## config.mk

```make
export PLATFORM = sky130hd
export DESIGN_NAME = imem_read_arbiter_flat
export DESIGN_NICKNAME = d
export VERILOG_FILES = /design/src/rtl/imem_read_arbiter_if.sv /design/src/rtl/imem_read_arbiter.sv /design/src/flat_wrapper.sv
export SDC_FILE = /design/constraint.sdc
export NUM_CORES = 1
export LEC_CHECK = 0
export BUFFER_PORTS_ARGS = -buffer_cell sky130_fd_sc_hd__buf_4
export CORE_ASPECT_RATIO = 0.5
export CORE_UTILIZATION = 44
export CTS_CLUSTER_DIAMETER = 60
export DETAILED_ROUTE_END_ITERATION = 8
export GPL_TIMING_DRIVEN = 0
export PLACE_DENSITY = 0.83
export SYNTH_ARGS = -nofsm -noshare
export SYNTH_HDL_FRONTEND = slang
export SYNTH_SLANG_ARGS = --single-unit
export TNS_END_PERCENT = 30
```

## constraint.sdc

```tcl
create_clock -name Clk -period 3 [get_ports Clk]
set_input_delay 0.6 -clock Clk [delete_from_list [all_inputs] [get_ports Clk]]
set_output_delay 0.6 -clock Clk [all_outputs]
set_load 0.02 [all_outputs]
```

## src/rtl/imem_read_arbiter_if.sv

```systemverilog
// Bus bundle for the instruction-memory read arbiter: two requester ports
// (fetch F, debug D), the memory-side address/data pair and the grant counters.
interface imem_read_arbiter_if;
    logic        f_req_valid;
    logic [31:0] f_req_addr;
    logic        f_req_ready;
    logic        f_rsp_valid;
    logic [31:0] f_rsp_instr;
    logic        f_rsp_err;

    logic        d_req_valid;
    logic [31:0] d_req_addr;
    logic        d_req_ready;
    logic        d_rsp_valid;
    logic [31:0] d_rsp_instr;
    logic        d_rsp_err;

    logic [31:0] mem_addr;
    logic [31:0] mem_rdata;

    logic [15:0] f_grant_cnt;
    logic [15:0] d_grant_cnt;

    // Arbiter side
    modport slave (
        input  f_req_valid, f_req_addr, d_req_valid, d_req_addr, mem_rdata,
        output f_req_ready, f_rsp_valid, f_rsp_instr, f_rsp_err,
        output d_req_ready, d_rsp_valid, d_rsp_instr, d_rsp_err,
        output mem_addr, f_grant_cnt, d_grant_cnt
    );

    // Requester / memory-model side
    modport master (
        output f_req_valid, f_req_addr, d_req_valid, d_req_addr, mem_rdata,
        input  f_req_ready, f_rsp_valid, f_rsp_instr, f_rsp_err,
        input  d_req_ready, d_rsp_valid, d_rsp_instr, d_rsp_err,
        input  mem_addr, f_grant_cnt, d_grant_cnt
    );
endinterface

```

## src/rtl/imem_read_arbiter.sv

```systemverilog
// Two-port read arbiter in front of the combinational-read instruction memory.
// Fetch (F) has priority; debug (D) is forced through after STARVE_LIMIT
// consecutive losses. Read data is registered and returned to the granted
// port one cycle after the grant, with misaligned/out-of-range flagged.
module imem_read_arbiter #(
    parameter int IDX_LO       = 2,
    parameter int IDX_HI       = 11,
    parameter int STARVE_LIMIT = 4
) (
    input logic               Clk,
    input logic               Rst_n,
    imem_read_arbiter_if.slave bus
);
    localparam logic [3:0] LIMIT = 4'(STARVE_LIMIT);

    typedef enum logic [1:0] {OWN_NONE, OWN_F, OWN_D} owner_e;

    owner_e      owner_q, owner_d;
    logic [31:0] data_q,  data_d;
    logic        err_q,   err_d;
    logic [3:0]  starve_q, starve_d;
    logic [15:0] fcnt_q,  fcnt_d;
    logic [15:0] dcnt_q,  dcnt_d;

    logic        f_gnt, d_gnt;
    logic [31:0] gnt_addr;
    logic        gnt_err;

    // Grant selection: F wins unless D has hit its starvation limit.
    // Held off while reset is asserted so every output reads 0 in reset.
    always_comb begin
        f_gnt    = Rst_n && bus.f_req_valid &&
                   !(bus.d_req_valid && (starve_q == LIMIT));
        d_gnt    = Rst_n && bus.d_req_valid && !f_gnt;
        gnt_addr = f_gnt ? bus.f_req_addr : (d_gnt ? bus.d_req_addr : 32'd0);
        // Sub-word offset bits must be clear, and nothing above the word index.
        gnt_err  = (|gnt_addr[IDX_LO-1:0]) || (|gnt_addr[31:IDX_HI+1]);
    end

    // Next-state: response capture, starvation tracking, saturating counters.
    always_comb begin
        owner_d = OWN_NONE;
        data_d  = 32'd0;
        err_d   = 1'b0;
        if (f_gnt || d_gnt) begin
            owner_d = f_gnt ? OWN_F : OWN_D;
            err_d   = gnt_err;
            data_d  = gnt_err ? 32'd0 : bus.mem_rdata;
        end

        starve_d = 4'd0;
        if (bus.d_req_valid && !d_gnt)
            starve_d = (starve_q == LIMIT) ? starve_q : starve_q + 4'd1;

        fcnt_d = (f_gnt && fcnt_q != 16'hFFFF) ? fcnt_q + 16'd1 : fcnt_q;
        dcnt_d = (d_gnt && dcnt_q != 16'hFFFF) ? dcnt_q + 16'd1 : dcnt_q;
    end

    // State registers; reset discards any in-flight response.
    always_ff @(posedge Clk or negedge Rst_n) begin
        if (!Rst_n) begin
            owner_q  <= OWN_NONE;
            data_q   <= 32'd0;
            err_q    <= 1'b0;
            starve_q <= 4'd0;
            fcnt_q   <= 16'd0;
            dcnt_q   <= 16'd0;
        end else begin
            owner_q  <= owner_d;
            data_q   <= data_d;
            err_q    <= err_d;
            starve_q <= starve_d;
            fcnt_q   <= fcnt_d;
            dcnt_q   <= dcnt_d;
        end
    end

    assign bus.f_req_ready = f_gnt;
    assign bus.d_req_ready = d_gnt;
    assign bus.mem_addr    = gnt_addr;

    // Only the owner of the response register sees it; the other port reads 0.
    assign bus.f_rsp_valid = (owner_q == OWN_F);
    assign bus.f_rsp_instr = (owner_q == OWN_F) ? data_q : 32'd0;
    assign bus.f_rsp_err   = (owner_q == OWN_F) && err_q;
    assign bus.d_rsp_valid = (owner_q == OWN_D);
    assign bus.d_rsp_instr = (owner_q == OWN_D) ? data_q : 32'd0;
    assign bus.d_rsp_err   = (owner_q == OWN_D) && err_q;

    assign bus.f_grant_cnt = fcnt_q;
    assign bus.d_grant_cnt = dcnt_q;
endmodule

```

## src/flat_wrapper.sv

```systemverilog
// flat-port wrapper written by rule: the top's interface ports become plain ports
module imem_read_arbiter_flat 
#(
    parameter int IDX_LO       = 2,
    parameter int IDX_HI       = 11,
    parameter int STARVE_LIMIT = 4
)
  (Clk, Rst_n, bus_f_req_valid, bus_f_req_addr, bus_d_req_valid, bus_d_req_addr, bus_mem_rdata, bus_f_req_ready, bus_f_rsp_valid, bus_f_rsp_instr, bus_f_rsp_err, bus_d_req_ready, bus_d_rsp_valid, bus_d_rsp_instr, bus_d_rsp_err, bus_mem_addr, bus_f_grant_cnt, bus_d_grant_cnt);
  imem_read_arbiter_if bus_i ();
  input logic Clk;
  input logic Rst_n;
  input wire logic [$bits(bus_i.f_req_valid)-1:0] bus_f_req_valid;
  input wire logic [$bits(bus_i.f_req_addr)-1:0] bus_f_req_addr;
  input wire logic [$bits(bus_i.d_req_valid)-1:0] bus_d_req_valid;
  input wire logic [$bits(bus_i.d_req_addr)-1:0] bus_d_req_addr;
  input wire logic [$bits(bus_i.mem_rdata)-1:0] bus_mem_rdata;
  output wire logic [$bits(bus_i.f_req_ready)-1:0] bus_f_req_ready;
  output wire logic [$bits(bus_i.f_rsp_valid)-1:0] bus_f_rsp_valid;
  output wire logic [$bits(bus_i.f_rsp_instr)-1:0] bus_f_rsp_instr;
  output wire logic [$bits(bus_i.f_rsp_err)-1:0] bus_f_rsp_err;
  output wire logic [$bits(bus_i.d_req_ready)-1:0] bus_d_req_ready;
  output wire logic [$bits(bus_i.d_rsp_valid)-1:0] bus_d_rsp_valid;
  output wire logic [$bits(bus_i.d_rsp_instr)-1:0] bus_d_rsp_instr;
  output wire logic [$bits(bus_i.d_rsp_err)-1:0] bus_d_rsp_err;
  output wire logic [$bits(bus_i.mem_addr)-1:0] bus_mem_addr;
  output wire logic [$bits(bus_i.f_grant_cnt)-1:0] bus_f_grant_cnt;
  output wire logic [$bits(bus_i.d_grant_cnt)-1:0] bus_d_grant_cnt;
  assign bus_i.f_req_valid = bus_f_req_valid;
  assign bus_i.f_req_addr = bus_f_req_addr;
  assign bus_i.d_req_valid = bus_d_req_valid;
  assign bus_i.d_req_addr = bus_d_req_addr;
  assign bus_i.mem_rdata = bus_mem_rdata;
  assign bus_f_req_ready = bus_i.f_req_ready;
  assign bus_f_rsp_valid = bus_i.f_rsp_valid;
  assign bus_f_rsp_instr = bus_i.f_rsp_instr;
  assign bus_f_rsp_err = bus_i.f_rsp_err;
  assign bus_d_req_ready = bus_i.d_req_ready;
  assign bus_d_rsp_valid = bus_i.d_rsp_valid;
  assign bus_d_rsp_instr = bus_i.d_rsp_instr;
  assign bus_d_rsp_err = bus_i.d_rsp_err;
  assign bus_mem_addr = bus_i.mem_addr;
  assign bus_f_grant_cnt = bus_i.f_grant_cnt;
  assign bus_d_grant_cnt = bus_i.d_grant_cnt;
  imem_read_arbiter #(.IDX_LO(IDX_LO), .IDX_HI(IDX_HI), .STARVE_LIMIT(STARVE_LIMIT)) u_core (.Clk(Clk), .Rst_n(Rst_n), .bus(bus_i));
endmodule
```

# Word-level counts from Yosys, hierarchy flattened
# Index checks and enable logic that the tools add are counted.
# word_totals
register_bits	71
input_bits	100
out_inout_bits	134
word_cells	43
# op_classes
muxes	11
eq_ne	6
reduce_logical	17
n_addsub	3
# ops
operator	n
32-bit 2-to-1 mux	6
16-bit by 1-bit adder with 16-bit output (second input constant)	2
16-bit != test (second input constant)	2
20-bit OR reduction	1
1-bit logical AND	10
4-bit 2-to-1 mux	2
4-bit by 1-bit adder with 4-bit output (second input constant)	1
4-bit by 3-bit == test with 1-bit output (second input constant)	1
2-bit 2-to-1 mux	2
1-bit zero test	3
2-bit by 1-bit == test with 1-bit output (second input constant)	1
2-bit == test (second input constant)	1
1-bit logical OR	2
2-bit != test (second input constant)	1
2-bit OR reduction	1
1-bit 2-to-1 mux	1

# Depth between registers and ports, before layout
# Gate-level depths: netlist of the first run.
# logic_depth
word_depth	12
mapped_depth	8
ltp_nobuf	7

# Least setup slack after synthesis of the first run
# Ideal clock, no wire load.
# synth_path
path_kind	reg2out
start	register u_core.starve_q[0]
end	output port bus_mem_addr[22]
t_arrival_ns	2.047
required_ns	2.400
n_path_buf	2
setup_slack_ns	0.353
path_stages_with_launch	9
path_cell_list	dfrtp_1 -> inv_1 -> ha_1 -> and3b_1 -> a21o_1 -> buf_2 -> inv_2 -> buf_1 -> a22o_1
# synth_between
elab_chain_len	8
# synth_lines
item	line	text
start, declared	imem_read_arbiter.sv:21	logic [3:0] starve_q, starve_d;
start signal, assigned	imem_read_arbiter.sv:72	starve_q <= starve_d;
4-bit by 3-bit == test with 1-bit output (*)	imem_read_arbiter.sv:33	!(bus.d_req_valid && (starve_q == LIMIT));
1-bit logical AND (*)	imem_read_arbiter.sv:33	
1-bit zero test (*)	imem_read_arbiter.sv:33	
1-bit logical AND (*)	imem_read_arbiter.sv:32	f_gnt = Rst_n && bus.f_req_valid &&
named net bus_f_req_ready	flat_wrapper.sv:17	output wire logic [$bits(bus_i.f_req_ready)-1:0] bus_f_req_ready;
1-bit zero test	imem_read_arbiter.sv:34	d_gnt = Rst_n && bus.d_req_valid && !f_gnt;
1-bit logical AND	imem_read_arbiter.sv:34	
32-bit 2-to-1 mux	imem_read_arbiter.sv:35	gnt_addr = f_gnt ? bus.f_req_addr : (d_gnt ? bus.d_req_addr : 32'd0);
32-bit 2-to-1 mux (*)	imem_read_arbiter.sv:35	
end, declared	flat_wrapper.sv:25	output wire logic [$bits(bus_i.mem_addr)-1:0] bus_mem_addr;
# The timed path passes the listed nets; every way through them passes the cells marked *.

# Worst setup path after layout of the first run
# layout_path
start	register u_core.starve_q[0]
end	output port bus_mem_addr[4]
# layout_between
elab_chain_len	8
# layout_lines
item	line
4-bit by 3-bit == test with 1-bit output (*)	imem_read_arbiter.sv:33
1-bit logical AND (*)	imem_read_arbiter.sv:33
1-bit zero test (*)	imem_read_arbiter.sv:33
1-bit logical AND (*)	imem_read_arbiter.sv:32
1-bit zero test	imem_read_arbiter.sv:34
1-bit logical AND	imem_read_arbiter.sv:34
32-bit 2-to-1 mux	imem_read_arbiter.sv:35
32-bit 2-to-1 mux (*)	imem_read_arbiter.sv:35
# Every way passes the cells marked *; elsewhere a longest branch is shown, timed or not.

==> results of run 1 <==
[sequential cells by signal, summed over array words and instances (netlist names)]
name	cells
u_core.starve_q	4
u_core.owner_q	2
u_core.err_q	1
u_core.bus.d_grant_cnt	16
u_core.data_q	32
u_core.bus.f_grant_cnt	16
[area by class of cell]
class / instances / area [um^2]
multi-input cells: 309 / 2019
inverters: 8 / 32.53
plain buffers: 24 / 120.1
fillers: 656 / 2141
flip-flops and latches: 71 / 1777
well taps: 112 / 140.1
clock inverters: 7 / 72.57
repair buffers: 235 / 1789
clock buffers: 9 / 225.2
[cell families (layout without fill, tap and decap cells)]
logic type | after synthesis | count (layout) | synth area share (%)
buf+inv | 32 | 283 | 3.262
xor+xnor | 28 | 28 | 6.268
mux | 2 | 2 | 0.6714
flops | 71 | 71 | 45.41
fa+ha+maj | 4 | 4 | 1.279
simple gates | 222 | 222 | 32.17
compound gates | 53 | 53 | 10.94
[critical path, stage by stage, from the launching register on]
cell	delay, ps
dfrtp_1	370
inv_1	90
ha_2	220
and3b_2	230
a21o_1	180
buf_4	170
inv_4	130
clkbuf_4	220
a22o_1	180
buf_4	150
[what timing repair did]
item,CTS,global route
gates resized for setup,14,7
setup endpoints to repair,34,32
cloned,0,0
buffers inserted,0,2
pin swaps,0,1
[layer usage]
layer  track usage (%)  wire length [um]  vias to the layer above
met1             32.55              5111                     1996
met3             6.287               805                       21
met4             9.410               219                        0
met2             48.59              6459                      178
met5                 0                 0                        -
li1                  -                 -                     1971
[power breakdown]
part | switching (mW) | internal, mW | total (mW)
clock | 0.407 | 0.644 | 1.05
combinational | 0.418 | 0.386 | 0.804
sequential | 0.128 | 1.06 | 1.19
total | 0.953 | 2.09 | 3.05
[metrics by stage]
step                hold WS (ps)  power, mW  utilization (%)  TNS [ps]  area [um^2]
detailed placement         484.6      1.998            69.76    -16200         5802
finish                     146.6      3.046            74.26         0         6176
CTS                        240.6      3.057            73.75         0         6133
floorplan                  304.4      1.583                -         0         3913
global placement           485.7      1.979            69.76    -14860         5802
global route               167.6      3.180            74.26         0         6176
[Yosys cell counts (all sizes together), types with 4 or more instances]
| cell type | count |
|---|---|
| dfrtp | 71 |
| nor4b | 6 |
| nor4 | 16 |
| inv | 8 |
| nand2 | 36 |
| clkbuf | 15 |
| and3 | 7 |
| ha | 4 |
| nor2 | 7 |
| and2 | 68 |
| xor2 | 9 |
| xnor2 | 19 |
| a22o | 32 |
| nor3 | 35 |
| nand3 | 17 |
| buf | 9 |
| a21oi | 6 |
| nand4 | 14 |
[worst max path at each step]
stage | startpoint | endpoint | cells after the start
global route | u_core.starve_q[0] | bus_mem_addr[8] | 9
detailed placement | Rst_n | bus_mem_addr[28] | 8
finish | u_core.starve_q[0] | bus_mem_addr[4] | 9
global placement | Rst_n | bus_mem_addr[28] | 8
CTS | u_core.starve_q[0] | bus_mem_addr[18] | 9
floorplan | u_core.starve_q[0] | bus_mem_addr[22] | 8
==> results.md, run 1 <==
* Status: completed
* Number of I/O pins at 234
* FF-to-FF End: u_core.data_q[17]
* Area growth, synth to finish at 57.85%
* Die W at 135.4 um
* ANT nets after route at 0
* Final clock skew at 3.598 ps
* Core area at 0.008317 mm^2
* Worst EP arrival at 2270 ps
* Maximum number of pins on one net before global-route repair at 76
* Commonest non-fill, non-tap cell in the layout: buf_4
* Iter 0 DRT Violations at 213
* Total number of vias at 4,166
* Avg Cell Area, Syn at 9.496 um^2
* Cell variety after synth at 44
* Worst-skew pair later-pin latency at 330 ps
* Die Height at 68.68 um
* Worst r2r src: u_core.starve_q[0]
* RD Place Congestion at 0.8433
* Initial antenna violation count at 0
* Pwr dens at 493.2 mW/mm^2
* Clock slew at reported path FFs at 60 ps
* FF+latch count, synth at 71
* Synth warnings at 0
* Primary FF master, synth: dfrtp_1
* Peak supply drop at 0.3686 mV
* GRT Util Overall at 26.99%
* Max Cap Violations at 0
* Most frequent cells in the layout: 234 x buf_4, 71 x dfrtp_1, 67 x and2_1
* Max frequency at 348.3 MHz
* Min Clock Period, post-route at 2871 ps
* Register area share after synthesis at 45.41%
* Htree depth at 3
* EDFF count, synth at 0
* Hpwl dp at 9709 um
* Post-route clock period utilization at 95.71%
* Count of final max-slew check failures at 0
* Nets at 762
* Setup slack, reg-to-reg at 700 ps
* Data required, critical path at 2400 ps
* Longest Clk Path Bufs at 2
* Synth Cell Area at 0.003913 mm^2
* Root Buffer: clkbuf_16
* Clk sink count at 71
* Worst setup SP type: flop
* Initial Util at 47.04%
* RSZ-0062 raised after global routing: no
* Critical path peak fanout at 10
* Vias in the first global route at 3,811
* Routed wire length at 12,600 um
* Setup crit end kind: output pin
* Final setup viols at 0
* GRT overflow at 0
* Share of cells above drive strength 1 at 41.33%
* P_leak at 3.098 nW
* Port Buf Inserts at 233
* # hold bufs at CTS at 0
* Final Worst Setup Slack at 128.6 ps
* Row count at 23
* Share of the synthesized area in the top cell type at 45.41%
* Synth top area cells: dfrtp_1 45%, and2_1 11%, a22o_1 7.2%
* Final hold violations at 0
* Area leader, netlist: dfrtp_1
* HP Class: input port to async pin
* First-pass GRT wire length at 18,840 um
* Number of buffers created by CTS at 9
* CTS tree: done
* ANT cells at 0
* Vias per inst at 5.375
* Post-DR wirelength/cell at 16.25 um
* CP Class: flop to output pin
* Drt pass-1 iters at 5
* Total Die Area at 0.009296 mm^2
* Max-Slew Margin vs Limit at 46.37%
* R2R cell count at 8
* Non-filler cells in the finished layout at 775
* Remaining routing DRC violations at 0
* Dpl cells at 757
* Pre-CTS setup slack at -625.1 ps
* Post-synth ARST share at 100.0%
* Gate Count Post-Synth at 412
* Tightest Pin Transition at 797.1 ps
* Post-synth net total at 516
No activity file was read; power rests on OpenSTA's default activity.
==> run 2: changes to the inputs <==
- BUFFER_PORTS_ARGS: -buffer_cell sky130_fd_sc_hd__buf_4 -> -buffer_cell sky130_fd_sc_hd__clkbuf_2
==> run 2 against run 1 <==
Net effect: non-clock buffer count is 4 higher; first-iteration DRC count decreased by 0.94%; highest routed layer unchanged; die area did not move; flip-flop and latch count unchanged; via count down 0.34%; critical endpoint is now bus_mem_addr[28]; final area down 8.8%; setup slack worse by 48 ps; wire length decreased by 2.0%; largest cell class unchanged; global-route usage shrank 0.48 points; clock-buffer cell count increased by 2.
==> results.md, run 2 (same netlist as run 1, synthesis figures left out) <==
* Min Clock Period, post-route at 2920 ps (+48.13 ps)
* Largest reg by FF count: u_core.data_q
* Die W at 135.4 um (unchanged)
* Dpl cells at 758 (+0.13%)
* Htree depth at 3 (unchanged)
* Tightest Pin Transition at 823.5 ps (+26.39 ps)
* Hpwl dp at 9574 um (-1.4%)
* CTS tree: done
* Count of final max-slew check failures at 0 (unchanged)
* Total Die Area at 0.009296 mm^2 (unchanged)
* Status: completed
* CP Class: flop to output pin
* Area growth, synth to finish at 43.91%
* Commonest non-fill, non-tap cell in the layout: clkbuf_2
* Final Util at 67.70% (-6.6 points)
* Maximum number of pins on one net before global-route repair at 31 (-59%)
* Number of buffers created by CTS at 9 (unchanged)
* Max-Slew Margin vs Limit at 44.60% (-1.8 points)
* Worst setup SP type: flop
* Routed wire length at 12,340 um (-2.0%)
* Post-layout instance area at 0.005630 mm^2 (-8.8%)
* Final setup viols at 0 (unchanged)
* Remaining routing DRC violations at 0 (unchanged)
* Setup crit end kind: output pin
* Peak supply drop at 0.3284 mV (-11%)
* Total number of vias at 4,152 (-0.34%)
* P_leak at 2.959 nW (-4.5%)
* Initial antenna violation count at 0 (unchanged)
* GRT Util Overall at 26.51% (-0.48 points)
* Share of cells above drive strength 1 at 41.23% (-0.098 points)
* Max frequency at 342.5 MHz (-1.6%)
* Placed instance area at 0.005249 mm^2 (-9.5%)
* Root Buffer: clkbuf_16
* Nets at 766 (+0.52%)
* Iter 0 DRT Violations at 211 (-0.94%)
* # hold bufs at CTS at 0 (unchanged)
* HP Class: input port to async pin
* Critical path peak fanout at 10 (unchanged)
* Vias per inst at 5.330 (-0.85%)
* Die Height at 68.68 um (unchanged)
* Vias in the first global route at 3,641 (-4.5%)
* Drt pass-1 iters at 4 (-1)
* Final clock skew at 4.573 ps (+0.9750 ps)
* Data required, critical path at 2400 ps (about the same)
* Pwr dens at 508.2 mW/mm^2 (+3.0%)
* Longest Clk Path Bufs at 2 (unchanged)
* Worst-skew pair later-pin latency at 330 ps (about the same)
* Final hold violations at 0 (unchanged)
* Clk sink count at 71 (unchanged)
* Largest register FFs at 32 (unchanged)
* Post-DR wirelength/cell at 15.84 um (-2.5%)
* Worst EP arrival at 2320 ps (+50 ps)
* Port Buf Inserts at 233 (unchanged)
* Most frequent cells in the layout: 231 x clkbuf_2, 71 x dfrtp_1, 67 x and2_1
* Fill cells at 712 (+8.5%)
* Post-route clock period utilization at 97.32% (+1.6 points)
* Clock slew at reported path FFs at 60 ps (about the same)
* Row count at 23 (unchanged)
* Core area at 0.008317 mm^2 (unchanged)
* First-pass GRT wire length at 18,400 um (-2.3%)
* Non-filler cells in the finished layout at 779 (+0.52%)
* Worst hold margin at 173.8 ps (+27.17 ps)
* Number of I/O pins at 234 (unchanged)
* GRT overflow at 0 (unchanged)
* ANT nets after route at 0 (unchanged)
* Max Cap Violations at 0 (unchanged)
* Initial Util at 47.04% (unchanged)
* RD Place Congestion at 0.8448 (+0.18%)
* ANT cells at 0 (unchanged)
run 2: cell count changes in the layout (fill, tap and decap cells not counted), sizes merged:
| cell | previous run | this run |
|---|---|---|
| bufinv | 1 | 0 |
| clkinvlp | 2 | 1 |
| clkinv | 3 | 4 |
| buf | 243 | 19 |
| bufbuf | 0 | 1 |
| inv | 9 | 8 |
| clkbuf | 25 | 254 |
run 2: path summary, 6_finish.rpt:
| kind | from | endpoint | slack [ps] | cells past startpoint |
|---|---|---|---|---|
| setup / recovery | u_core.starve_q[0] | bus_mem_addr[28] | 80 | 7 |
| max in group asynchronous | Rst_n | u_core.bus.d_grant_cnt[14] | 2220 | 2 |
| setup reg to reg | u_core.starve_q[0] | u_core.data_q[10] | 560 | 8 |
| hold reg to reg | u_core.bus.f_grant_cnt[4] | u_core.bus.f_grant_cnt[4] | 510 | 1 |
| hold / removal | Rst_n | u_core.bus.d_grant_cnt[8] | 170 | 1 |
| min in group Clk | bus_mem_rdata[8] | u_core.data_q[8] | 460 | 3 |
run 2: final cells by class:
cell class                      instances  area [um^2]  area share [%]
Inverter                                8        35.03          0.6222
Buffer                                 24        127.6           2.267
Timing Repair Buffer                  239         1266           22.49
Multi-Input combinational cell        309         2017           35.82
Clock buffer                           11        232.7           4.133
Clock inverter                          5        35.03          0.6222
Tap cell                              112        140.1           2.489
Sequential cell                        71         1777           31.56
run 2: metal layers:
layer / global-route usage (%) / wire length, um / share of wire (%)
met5: 0 / 0 / 0
met4: 8.146 / 146 / 1.2
met3: 5.409 / 706 / 5.7
met2: 48.01 / 6269 / 51
met1: 32.58 / 5221 / 42
run 2: worst max-delay path, stage by stage, from the launching register on:
cell	delay, ps
dfrtp_1	400
inv_1	100
ha_1	210
nand3b_1	250
a21oi_4	360
buf_2	310
a22o_1	190
clkbuf_2	180
run 2: where the power goes:
group          total [mW]  internal [mW]  switching, mW  leakage (nW)
combinational       0.711          0.292          0.419          1.89
clock               0.959          0.559          0.399         0.129
sequential           1.19           1.06          0.129         0.940
total                2.86           1.91          0.947          2.96
run 2: what timing repair did:
item / in CTS / in global routing
resized for setup: 11 / 17
setup buffers: 0 / 4
pin swaps: 0 / 2
gates cloned: 1 / 0
endpoints found under the setup margin: 34 / 29
run 2: per-stage QoR:
| stage | total power, mW | TNS (ps) | setup slack (ps) |
|---|---|---|---|
| 2_1_floorplan | 1.583 | 0 | 353.0 |
| 3_3_place_gp | 1.869 | -73400 | -1298 |
| 3_5_place_dp | 1.902 | -9302 | -435.2 |
| 4_1_cts | 2.872 | 0 | 0.7410 |
| 5_1_grt | 3.004 | -27.34 | -16.13 |
| 6_report | 2.862 | 0 | 80.42 |
